## config.mk

```make
export PLATFORM = sky130hd
export DESIGN_NAME = iosys_mem_arb
export DESIGN_NICKNAME = d
export VERILOG_FILES = /design/src/rtl/iosys_pkg.sv /design/src/rtl/iosys_arb_pick.sv /design/src/rtl/iosys_mem_arb.sv
export SDC_FILE = /design/constraint.sdc
export NUM_CORES = 1
export LEC_CHECK = 0
export BUFFER_PORTS_ARGS = -buffer_cell sky130_fd_sc_hd__clkbuf_2
export CAP_MARGIN = 20
export CORE_MARGIN = 4
export CORE_UTILIZATION = 30
export DETAILED_ROUTE_END_ITERATION = 8
export GPL_TIMING_DRIVEN = 0
export SLEW_MARGIN = 25
export SYNTH_ARGS = -nofsm -noshare
export SYNTH_HDL_FRONTEND = slang
export SYNTH_SLANG_ARGS = --single-unit
```

## constraint.sdc

```tcl
create_clock -name clk -period 5.4 [get_ports clk]
set_clock_uncertainty 0.15 [all_clocks]
set_input_delay 0.54 -clock clk [delete_from_list [all_inputs] [get_ports clk]]
set_output_delay 0.54 -clock clk [all_outputs]
set_load 0.02 [all_outputs]
```

## src/rtl/iosys_pkg.sv

```systemverilog
// Shared constants, state encoding and helpers for the IOSYS memory arbiter.
package iosys_pkg;

    localparam logic [1:0]  REQ_BOOT      = 2'd0;
    localparam logic [1:0]  REQ_CPU       = 2'd1;
    localparam logic [1:0]  REQ_DMA       = 2'd2;
    localparam logic [1:0]  GRANT_NONE    = 2'd3;
    localparam logic [31:0] TIMEOUT_RDATA = 32'hDEADBEEF;

    typedef enum logic [1:0] {
        ST_IDLE = 2'd0,
        ST_REQ  = 2'd1,
        ST_RESP = 2'd2
    } state_e;

    // GRANT_NONE shifts out of range and yields no ready bit at all.
    function automatic logic [2:0] grant_onehot(input logic [1:0] g);
        return 3'b001 << g;
    endfunction

endpackage

```

## src/rtl/iosys_arb_pick.sv

```systemverilog
// Winner selection: boot loader has absolute priority, CPU and DMA alternate.
module iosys_arb_pick
    import iosys_pkg::*;
(
    input  logic [2:0] req_valid_i,
    input  logic       last_dma_i,
    output logic [1:0] winner_o,
    output logic       any_o
);

    always_comb begin
        winner_o = GRANT_NONE;
        if (req_valid_i[0]) begin
            winner_o = REQ_BOOT;
        end else if (req_valid_i[1] && req_valid_i[2]) begin
            winner_o = last_dma_i ? REQ_CPU : REQ_DMA;
        end else if (req_valid_i[1]) begin
            winner_o = REQ_CPU;
        end else if (req_valid_i[2]) begin
            winner_o = REQ_DMA;
        end
        any_o = |req_valid_i;
    end

endmodule

```

## src/rtl/iosys_mem_arb.sv

```systemverilog
// Three-requester memory arbiter (boot/CPU/DMA) in front of one downstream port.
// Define IOSYS_ARB_TIMEOUT_EN to add the downstream completion watchdog.
module iosys_mem_arb
    import iosys_pkg::*;
#(
    parameter int ADDR_W  = 23,
    parameter int TIMEOUT = 1024
) (
    input  logic                  clk,
    input  logic                  reset,
    input  logic [2:0]            req_valid,
    input  logic [3*ADDR_W-1:0]   req_addr,
    input  logic [95:0]           req_wdata,
    input  logic [11:0]           req_wstrb,
    output logic [2:0]            req_ready,
    output logic [31:0]           req_rdata,
    output logic                  rv_valid,
    input  logic                  rv_ready,
    output logic [ADDR_W-1:0]     rv_addr,
    output logic [31:0]           rv_wdata,
    output logic [3:0]            rv_wstrb,
    input  logic [31:0]           rv_rdata,
    output logic [1:0]            grant,
    output logic                  busy,
    output logic                  timeout_err
);

    logic [ADDR_W-1:0] addr_slice  [4];
    logic [31:0]       wdata_slice [4];
    logic [3:0]        wstrb_slice [4];

    generate
        for (genvar gi = 0; gi < 3; gi++) begin : g_slice
            assign addr_slice[gi]  = req_addr[gi*ADDR_W +: ADDR_W];
            assign wdata_slice[gi] = req_wdata[gi*32 +: 32];
            assign wstrb_slice[gi] = req_wstrb[gi*4 +: 4];
        end
    endgenerate

    // Entry 3 corresponds to GRANT_NONE; it is never latched but keeps the mux total.
    assign addr_slice[3]  = '0;
    assign wdata_slice[3] = '0;
    assign wstrb_slice[3] = '0;

    state_e            state_q;
    logic [1:0]        grant_q;
    logic              last_dma_q;
    logic              rv_valid_q;
    logic [ADDR_W-1:0] rv_addr_q;
    logic [31:0]       rv_wdata_q;
    logic [3:0]        rv_wstrb_q;
    logic [31:0]       rdata_q;
    logic [2:0]        ready_q;
    logic [1:0]        pick_winner;
    logic              pick_any;

`ifdef IOSYS_ARB_TIMEOUT_EN
    localparam int CNT_W = $clog2(TIMEOUT + 1);
    logic [CNT_W-1:0] cnt_q;
    logic             terr_q;
`endif

    iosys_arb_pick u_pick (
        .req_valid_i (req_valid),
        .last_dma_i  (last_dma_q),
        .winner_o    (pick_winner),
        .any_o       (pick_any)
    );

    always_ff @(posedge clk) begin
        if (reset) begin
            state_q    <= ST_IDLE;
            grant_q    <= GRANT_NONE;
            last_dma_q <= 1'b0;
            rv_valid_q <= 1'b0;
            rv_addr_q  <= '0;
            rv_wdata_q <= '0;
            rv_wstrb_q <= '0;
            rdata_q    <= '0;
            ready_q    <= '0;
`ifdef IOSYS_ARB_TIMEOUT_EN
            cnt_q      <= '0;
            terr_q     <= 1'b0;
`endif
        end else begin
            case (state_q)
                ST_IDLE: begin
                    ready_q <= '0;
                    if (pick_any) begin
                        state_q    <= ST_REQ;
                        grant_q    <= pick_winner;
                        rv_valid_q <= 1'b1;
                        rv_addr_q  <= addr_slice[pick_winner];
                        rv_wdata_q <= wdata_slice[pick_winner];
                        rv_wstrb_q <= wstrb_slice[pick_winner];
                        // Boot grants leave the CPU/DMA rotation untouched.
                        if (pick_winner == REQ_CPU) begin
                            last_dma_q <= 1'b0;
                        end else if (pick_winner == REQ_DMA) begin
                            last_dma_q <= 1'b1;
                        end
`ifdef IOSYS_ARB_TIMEOUT_EN
                        cnt_q <= '0;
`endif
                    end
                end
                ST_REQ: begin
                    if (rv_ready) begin
                        state_q    <= ST_RESP;
                        rv_valid_q <= 1'b0;
                        rdata_q    <= rv_rdata;
                        ready_q    <= grant_onehot(grant_q);
                    end
`ifdef IOSYS_ARB_TIMEOUT_EN
                    else if (cnt_q == CNT_W'(TIMEOUT - 1)) begin
                        state_q    <= ST_RESP;
                        rv_valid_q <= 1'b0;
                        rdata_q    <= TIMEOUT_RDATA;
                        ready_q    <= grant_onehot(grant_q);
                        terr_q     <= 1'b1;
                    end else begin
                        cnt_q <= cnt_q + 1'b1;
                    end
`endif
                end
                ST_RESP: begin
                    state_q <= ST_IDLE;
                    grant_q <= GRANT_NONE;
                    ready_q <= '0;
                end
                default: begin
                    state_q <= ST_IDLE;
                end
            endcase
        end
    end

    assign req_ready = ready_q;
    assign req_rdata = rdata_q;
    assign rv_valid  = rv_valid_q;
    assign rv_addr   = rv_addr_q;
    assign rv_wdata  = rv_wdata_q;
    assign rv_wstrb  = rv_wstrb_q;
    assign grant     = grant_q;
    assign busy      = (state_q != ST_IDLE);

`ifdef IOSYS_ARB_TIMEOUT_EN
    assign timeout_err = terr_q;
`else
    // Without the watchdog TIMEOUT has no effect and the flag is constant low.
    assign timeout_err = 1'b0 & (TIMEOUT > 0);
`endif

endmodule

```

==> results.md, run 1 <==
* Post-Place Worst Slack at 2500 ps
* RSZ-0062 raised after global routing: no
* DRT iter0 DRCs at 184
* Register area share after synthesis at 39.2%
* Layout Area Growth over Synthesis at 42.1%
* Synth async-reset ratio at 0%
* Sw Ratio at 32.5%
* Worst-path maximum fanout at 10
* Max cap viols at 0
* Largest cells by area after synthesis: dfxtp_1 39%, a311oi_2 17%, a32oi_1 10%, a21oi_1 9.4%, nand3b_1 9.1%
* Die area at 19,200 µm²
* Psw at 0.696 mW
* Largest net degree at the start of global routing at 17
* Antenna cells at 0
* Vias at 5,522
* Peak supply drop at 0.175 mV
* Io pins at 314
* Hpwl dp at 15,000 µm
* Highest Signal Layer: met4
* Most numerous cell in the Yosys netlist: dfxtp_1
* Post-synth top area share at 39.2%
* Number of remaining DRC errors at 0
* Setup WS post-layout at 2800 ps
* Chip width at 138 µm
* Clock Latency Late Sink at 340 ps
* Post-synthesis cell count at 544
* Total Routing Usage GR at 19.0%
* Crit path required time at 4710 ps
* CP Class: reg -> out
* # rows at 47
* CP Depth at 5
* Worst-path clk slew at 70 ps
* CP Data Arrival Time at 1910 ps
* PwrDens at 296 nW/µm²
* Crit-path leading delay family: buffers and inverters
* Gates resized, CTS repair at 0
* Fin crit period at 2600 ps
* Post-route antenna net violation count at 0
* Setup bufs post-CTS at 0
* P_leak at 2.99 nW
* Worst min path class: in -> reg
* Area leader, netlist: dfxtp_1
* Share of cells above drive strength 1 at 45.9%
* H-tree depth at 3
* Final hold vios at 0
* Grt total ovfl at 0
* Wire length on met3 at 1600 µm
* Final nets at 1,082
* Startpoint Class: flip-flop
* Worst path slowest cell: clkbuf_1
* Power Internal at 1.45 mW
* Total Routed Length at 19,200 µm
* First-pass GRT wire length at 30,000 µm
* Root Buffer: clkbuf_16
* GP Congestion at 0.818
* FF+latch count, synth at 100
* Setup TNS at 0 ps
* Hold path depth at 3
* Max Root-Sink Buffers at 2
* CTS tree: done
* Fin. max-slew vios at 0
* Hold buffers post-CTS at 0
* Vias in the first global route at 5,601
* Worst-Margin Slew at 765 ps
* Vias per cell at 5.07
* Slew margin rel. at 49.0%
* Worst path cell trace: buf_2, nor2_2, clkbuf_1, inv_1, clkbuf_2
* Core footprint at 16,600 µm²
* Comb power frac at 28.0%
* Die height at 138 µm
* Post-synth cell types at 29
* Syn_area_per_cell at 9.38 µm²
* Met2 wire len at 9340 µm
* Drt pass-1 iters at 4
* Power Total at 2.14 mW
* Post-Syn Area at 5100 µm²
* Mapped Nets at 760
* Starting density of the core at 30.7%
* Post-synth top cells: 100 x dfxtp_1, 96 x a21oi_1, 66 x nand2_1
* R2R depth at 8
* FMAX at 0.384 GHz
* M1 WL at 7760 µm
* CP Capture Type: output port
* Crit-path max cell delay at 450 ps
* TritonCTS buffer count at 9
* Reg power frac at 39.6%
* Clock network fraction of total power at 32.4%
* CP Buf/Inv Count at 4
* Fin crit share at 48.2%
* Avg WL per Cell at 17.6 µm
* Final setup viols at 0
* Initial antenna violation count at 0
* Number of flops mapped to enable cells by yosys at 0
* Synth Flop Type: dfxtp_1
* I/O Buffers at 311
* Clk sinks at 100
* Synth warn at 0
* Outcome: finished, final reports clean
## power groups by stage
stage / logic [mW] / clock network, mW / registers, mW
4_1_cts: 0.606 / 0.718 / 0.848
2_1_floorplan: 0.290 / 0 / 0.943
5_1_grt: 0.653 / 0.747 / 0.858
3_5_place_dp: 0.606 / 0 / 0.865
6_report: 0.601 / 0.695 / 0.848
3_3_place_gp: 0.605 / 0 / 0.863
## layout make-up
cell class | count | area (µm²)
fillers | 1726 | 9390
multi-input cells | 366 | 2750
flip-flops and latches | 100 | 2000
repair buffers | 311 | 1560
plain buffers | 74 | 339
well taps | 220 | 275
clock buffers | 9 | 225
clock inverters | 6 | 90.1
inverters | 4 | 15.0
## worst paths after layout
check                                                   to                 startpoint  slack [ps]
worst min-delay path            req_rdata[15]$_SDFFE_PP0P_               rv_rdata[15]         260
worst min register to register   req_rdata[5]$_SDFFE_PP0P_  req_rdata[5]$_SDFFE_PP0P_         310
worst max register to register     last_dma_q$_SDFFE_PP0P_    last_dma_q$_SDFFE_PP0P_        2890
worst max-delay path                                  busy    state_q[0]$_SDFFE_PP0P_        2800
## flip-flops by register name (all words and copies together), names as in the netlist, 2 cells and up
signal and cells:
rv_wstrb 4, req_rdata 32, state_q 2, req_ready 3
grant 2, rv_wdata 32, rv_addr 23
## metal layers
| layer | vias to the layer above | GRT usage, % |
|---|---|---|
| li1 | 2758 | - |
| met1 | 2515 | 22.6 |
| met2 | 216 | 32.7 |
| met3 | 33 | 6.25 |
| met4 | 0 | 5.82 |
| met5 | - | 0 |
## worst reg2reg max path, cell delays in order (launching register included)
cell and delay [ps]:
dfxtp_1 330, a21boi_1 540, clkbuf_1 450, or2_2 230, inv_1 40, ha_1 260
inv_1 70, a31oi_1 80, a311oi_1 270
## stage by stage
step	utilization, %	area, µm²	hold slack (ps)	instances
floorplan	-	5100	374	544
global placement	41.7	6940	290	1075
detailed placement	41.7	6940	296	1075
CTS	43.6	7250	240	1090
global route	43.6	7250	253	1090
finish	43.6	7250	256	1090
## cell families after synthesis
group	share of synthesized area [%]
adders and majority gates	0.245
buffers and inverters	6.94
and+or+nand+nor	15.7
AOI/OAI and AO/OA	37.8
other	0.0735
DFF	39.2
## cell usage in the layout (no fill, tap or decap), types with 7 or more instances in the layout
cell type and instances:
a21oi_1 96, a311oi_2 58, a32oi_1 61, buf_6 7, clkbuf_1 59, clkbuf_16 9, clkbuf_2 311, dfxtp_1 100
nand2_1 66, nand3b_1 62
No activity file was read; power rests on OpenSTA's default activity.
==> inputs of run 2 (changes only) <==
clock period = 2.6 ns   (was 5.4 ns; I/O delays follow)
==> run 2 against run 1 <==
Compared with the run above:
- cell count grew 2.8%
- global-route usage grew 0.42 points
- die area is the same
- clock power grew 110%
- critical path type is now reg -> reg
- largest cell class unchanged
==> results.md, run 2 (synthesis results as in run 1) <==
* Outcome: finished, final reports clean (unchanged)
* Initial antenna violation count at 0 (unchanged)
* Avg WL per Cell at 17.5 µm (was 17.6 µm)
* Die area at 19,200 µm² (unchanged)
* CP Capture Type: flip-flop (was output port)
* Clk sinks at 100 (unchanged)
* Placed Cells at 1,075 (unchanged)
* Max cap viols at 0 (unchanged)
* Die height at 138 µm (unchanged)
* Largest net degree at the start of global routing at 17 (unchanged)
* Core footprint at 16,600 µm² (unchanged)
* Worst-path maximum fanout at 10 (unchanged)
* Starting density of the core at 30.7% (unchanged)
* Worst-path clk slew at 70 ps (about the same)
* Antenna cells at 0 (unchanged)
* Fin crit period at 2430 ps
* GP Congestion at 0.818 (unchanged)
* Commonest non-fill, non-tap cell in the layout: clkbuf_2 (unchanged)
* Max Root-Sink Buffers at 2 (unchanged)
* Vias per cell at 5.03 (was 5.07)
* Total Routing Usage GR at 19.4% (was 19.0%)
* FMAX at 0.412 GHz
* Post-DP Area at 6940 µm² (unchanged)
* Clock Latency Late Sink at 340 ps (about the same)
* Chip width at 138 µm (unchanged)
* Crit-path max cell delay at 440 ps (was 450 ps)
* CP Class: reg -> reg (was reg -> out)
* Final hold vios at 0 (unchanged)
* Worst min path class: in -> reg (unchanged)
* Power Total at 4.49 mW (was 2.14 mW)
* P_leak at 3.12 nW (was 2.99 nW)
* CTS tree: done (unchanged)
* Final nets at 1,112 (was 1,082)
* Worst path slowest cell: clkbuf_1 (unchanged)
* Total Routed Length at 19,600 µm (was 19,200 µm)
* DRT iter0 DRCs at 180 (was 184)
* Vias at 5,633 (was 5,522)
* Post-route antenna net violation count at 0 (unchanged)
* I/O Buffers at 311 (unchanged)
* TritonCTS buffer count at 9 (unchanged)
* Peak supply drop at 0.361 mV (was 0.175 mV)
* Worst-Margin Slew at 764 ps (was 765 ps)
* Startpoint Class: flip-flop (unchanged)
* Io pins at 314 (unchanged)
* Commonest non-fill, non-tap cells in the layout: 311 x clkbuf_2, 100 x dfxtp_1, 96 x a21oi_1 (unchanged)
* Root Buffer: clkbuf_16 (unchanged)
* Fin crit share at 93.4%
* H-tree depth at 3 (unchanged)
* Grt total ovfl at 0 (unchanged)
* Slew margin rel. at 49.1% (was 49.0%)
* Setup bufs post-CTS at 0 (unchanged)
* Layout Area Growth over Synthesis at 48.0% (was 42.1%)
* First-pass GRT wire length at 30,700 µm (was 30,000 µm)
* Drt pass-1 iters at 4 (unchanged)
* Crit-path most repeated cell: clkbuf_1
* Fin cells at 1,120 (was 1,090)
* CP Data Arrival Time at 2530 ps (was 1910 ps)
* # rows at 47 (unchanged)
* Worst path cell trace: nand2b_1, clkbuf_1, clkbuf_1, a21o_1, ha_1, inv_1, a31oi_1, a311oi_1 (was buf_2, nor2_2, clkbuf_1, inv_1, clkbuf_2)
* CP Buf/Inv Count at 3 (was 4)
* Fin. max-slew vios at 0 (unchanged)
* Number of remaining DRC errors at 0 (unchanged)
* Post-layout util at 45.4% (was 43.6%)
* Fin area at 7560 µm² (was 7250 µm²)
* Vias in the first global route at 5,758 (was 5,601)
* PwrDens at 595 nW/µm² (was 296 nW/µm²)
* Crit path required time at 2700 ps (was 4710 ps)
* RSZ-0062 raised after global routing: no (unchanged)
* Share of cells above drive strength 1 at 44.4% (was 45.9%)
* Hpwl dp at 15,000 µm (unchanged)
* Crit-path leading delay family: buffers and inverters (unchanged)
* Final setup viols at 0 (unchanged)
run 2: changes by cell type in the layout (fill, tap and decap cells not counted), sizes merged:
cell and change:
dlygate4sd3 +30
run 2: final cells by class:
type	instances	area [µm²]
Fill cell	1676	9090
Multi-Input combinational cell	366	2750
Sequential cell	100	2000
Timing Repair Buffer	341	1860
Buffer	74	339
Tap cell	220	275
Clock buffer	9	225
Clock inverter	6	90.1
Inverter	4	15.0
run 2: power breakdown:
| group | internal [mW] | total [mW] | leakage, nW | switching, mW |
|---|---|---|---|---|
| clock | 0.838 | 1.44 | 0.140 | 0.606 |
| sequential | 1.68 | 1.76 | 0.824 | 0.0834 |
| combinational | 0.520 | 1.29 | 2.15 | 0.766 |
| total | 3.04 | 4.49 | 3.12 | 1.46 |
run 2: timing repair:
item,in CTS,in global routing
hold buffers,29,1
setup endpoints to repair,0,1
gates resized for setup,0,1
hold endpoints to repair,29,1
run 2: through the flow:
step,setup WS (ps),hold WS [ps],setup TNS [ps]
after global routing,2.70,11.8,0
after detailed placement,-20.1,296,-20.1
final,173,18.4,0
after floorplan,726,246,0
after global placement,-24.4,290,-24.4
after CTS,41.8,2.00,0
run 2: final timing paths:
kind	cells past startpoint	from	end	slack (ps)
setup / recovery	8	last_dma_q$_SDFFE_PP0P_	last_dma_q$_SDFFE_PP0P_	170
hold / removal	3	rv_rdata[23]	req_rdata[23]$_SDFFE_PP0P_	20
setup reg to reg	8	last_dma_q$_SDFFE_PP0P_	last_dma_q$_SDFFE_PP0P_	170
hold reg to reg	2	req_rdata[5]$_SDFFE_PP0P_	req_rdata[5]$_SDFFE_PP0P_	310
run 2: worst reg2reg max path: stages (launching register included):
cell and delay, ps:
dfxtp_1 380, nand2b_1 120, clkbuf_1 370, clkbuf_1 440, a21o_1 230, ha_1 230, inv_1 70, a31oi_1 80
a311oi_1 270
run 2: per-layer routing:
metal | part of all wire, % | global-route usage (%)
met3 | 8.2 | 6.73
met2 | 49 | 33.5
met5 | 0 | 0
met4 | 2.2 | 5.82
met1 | 40 | 22.8
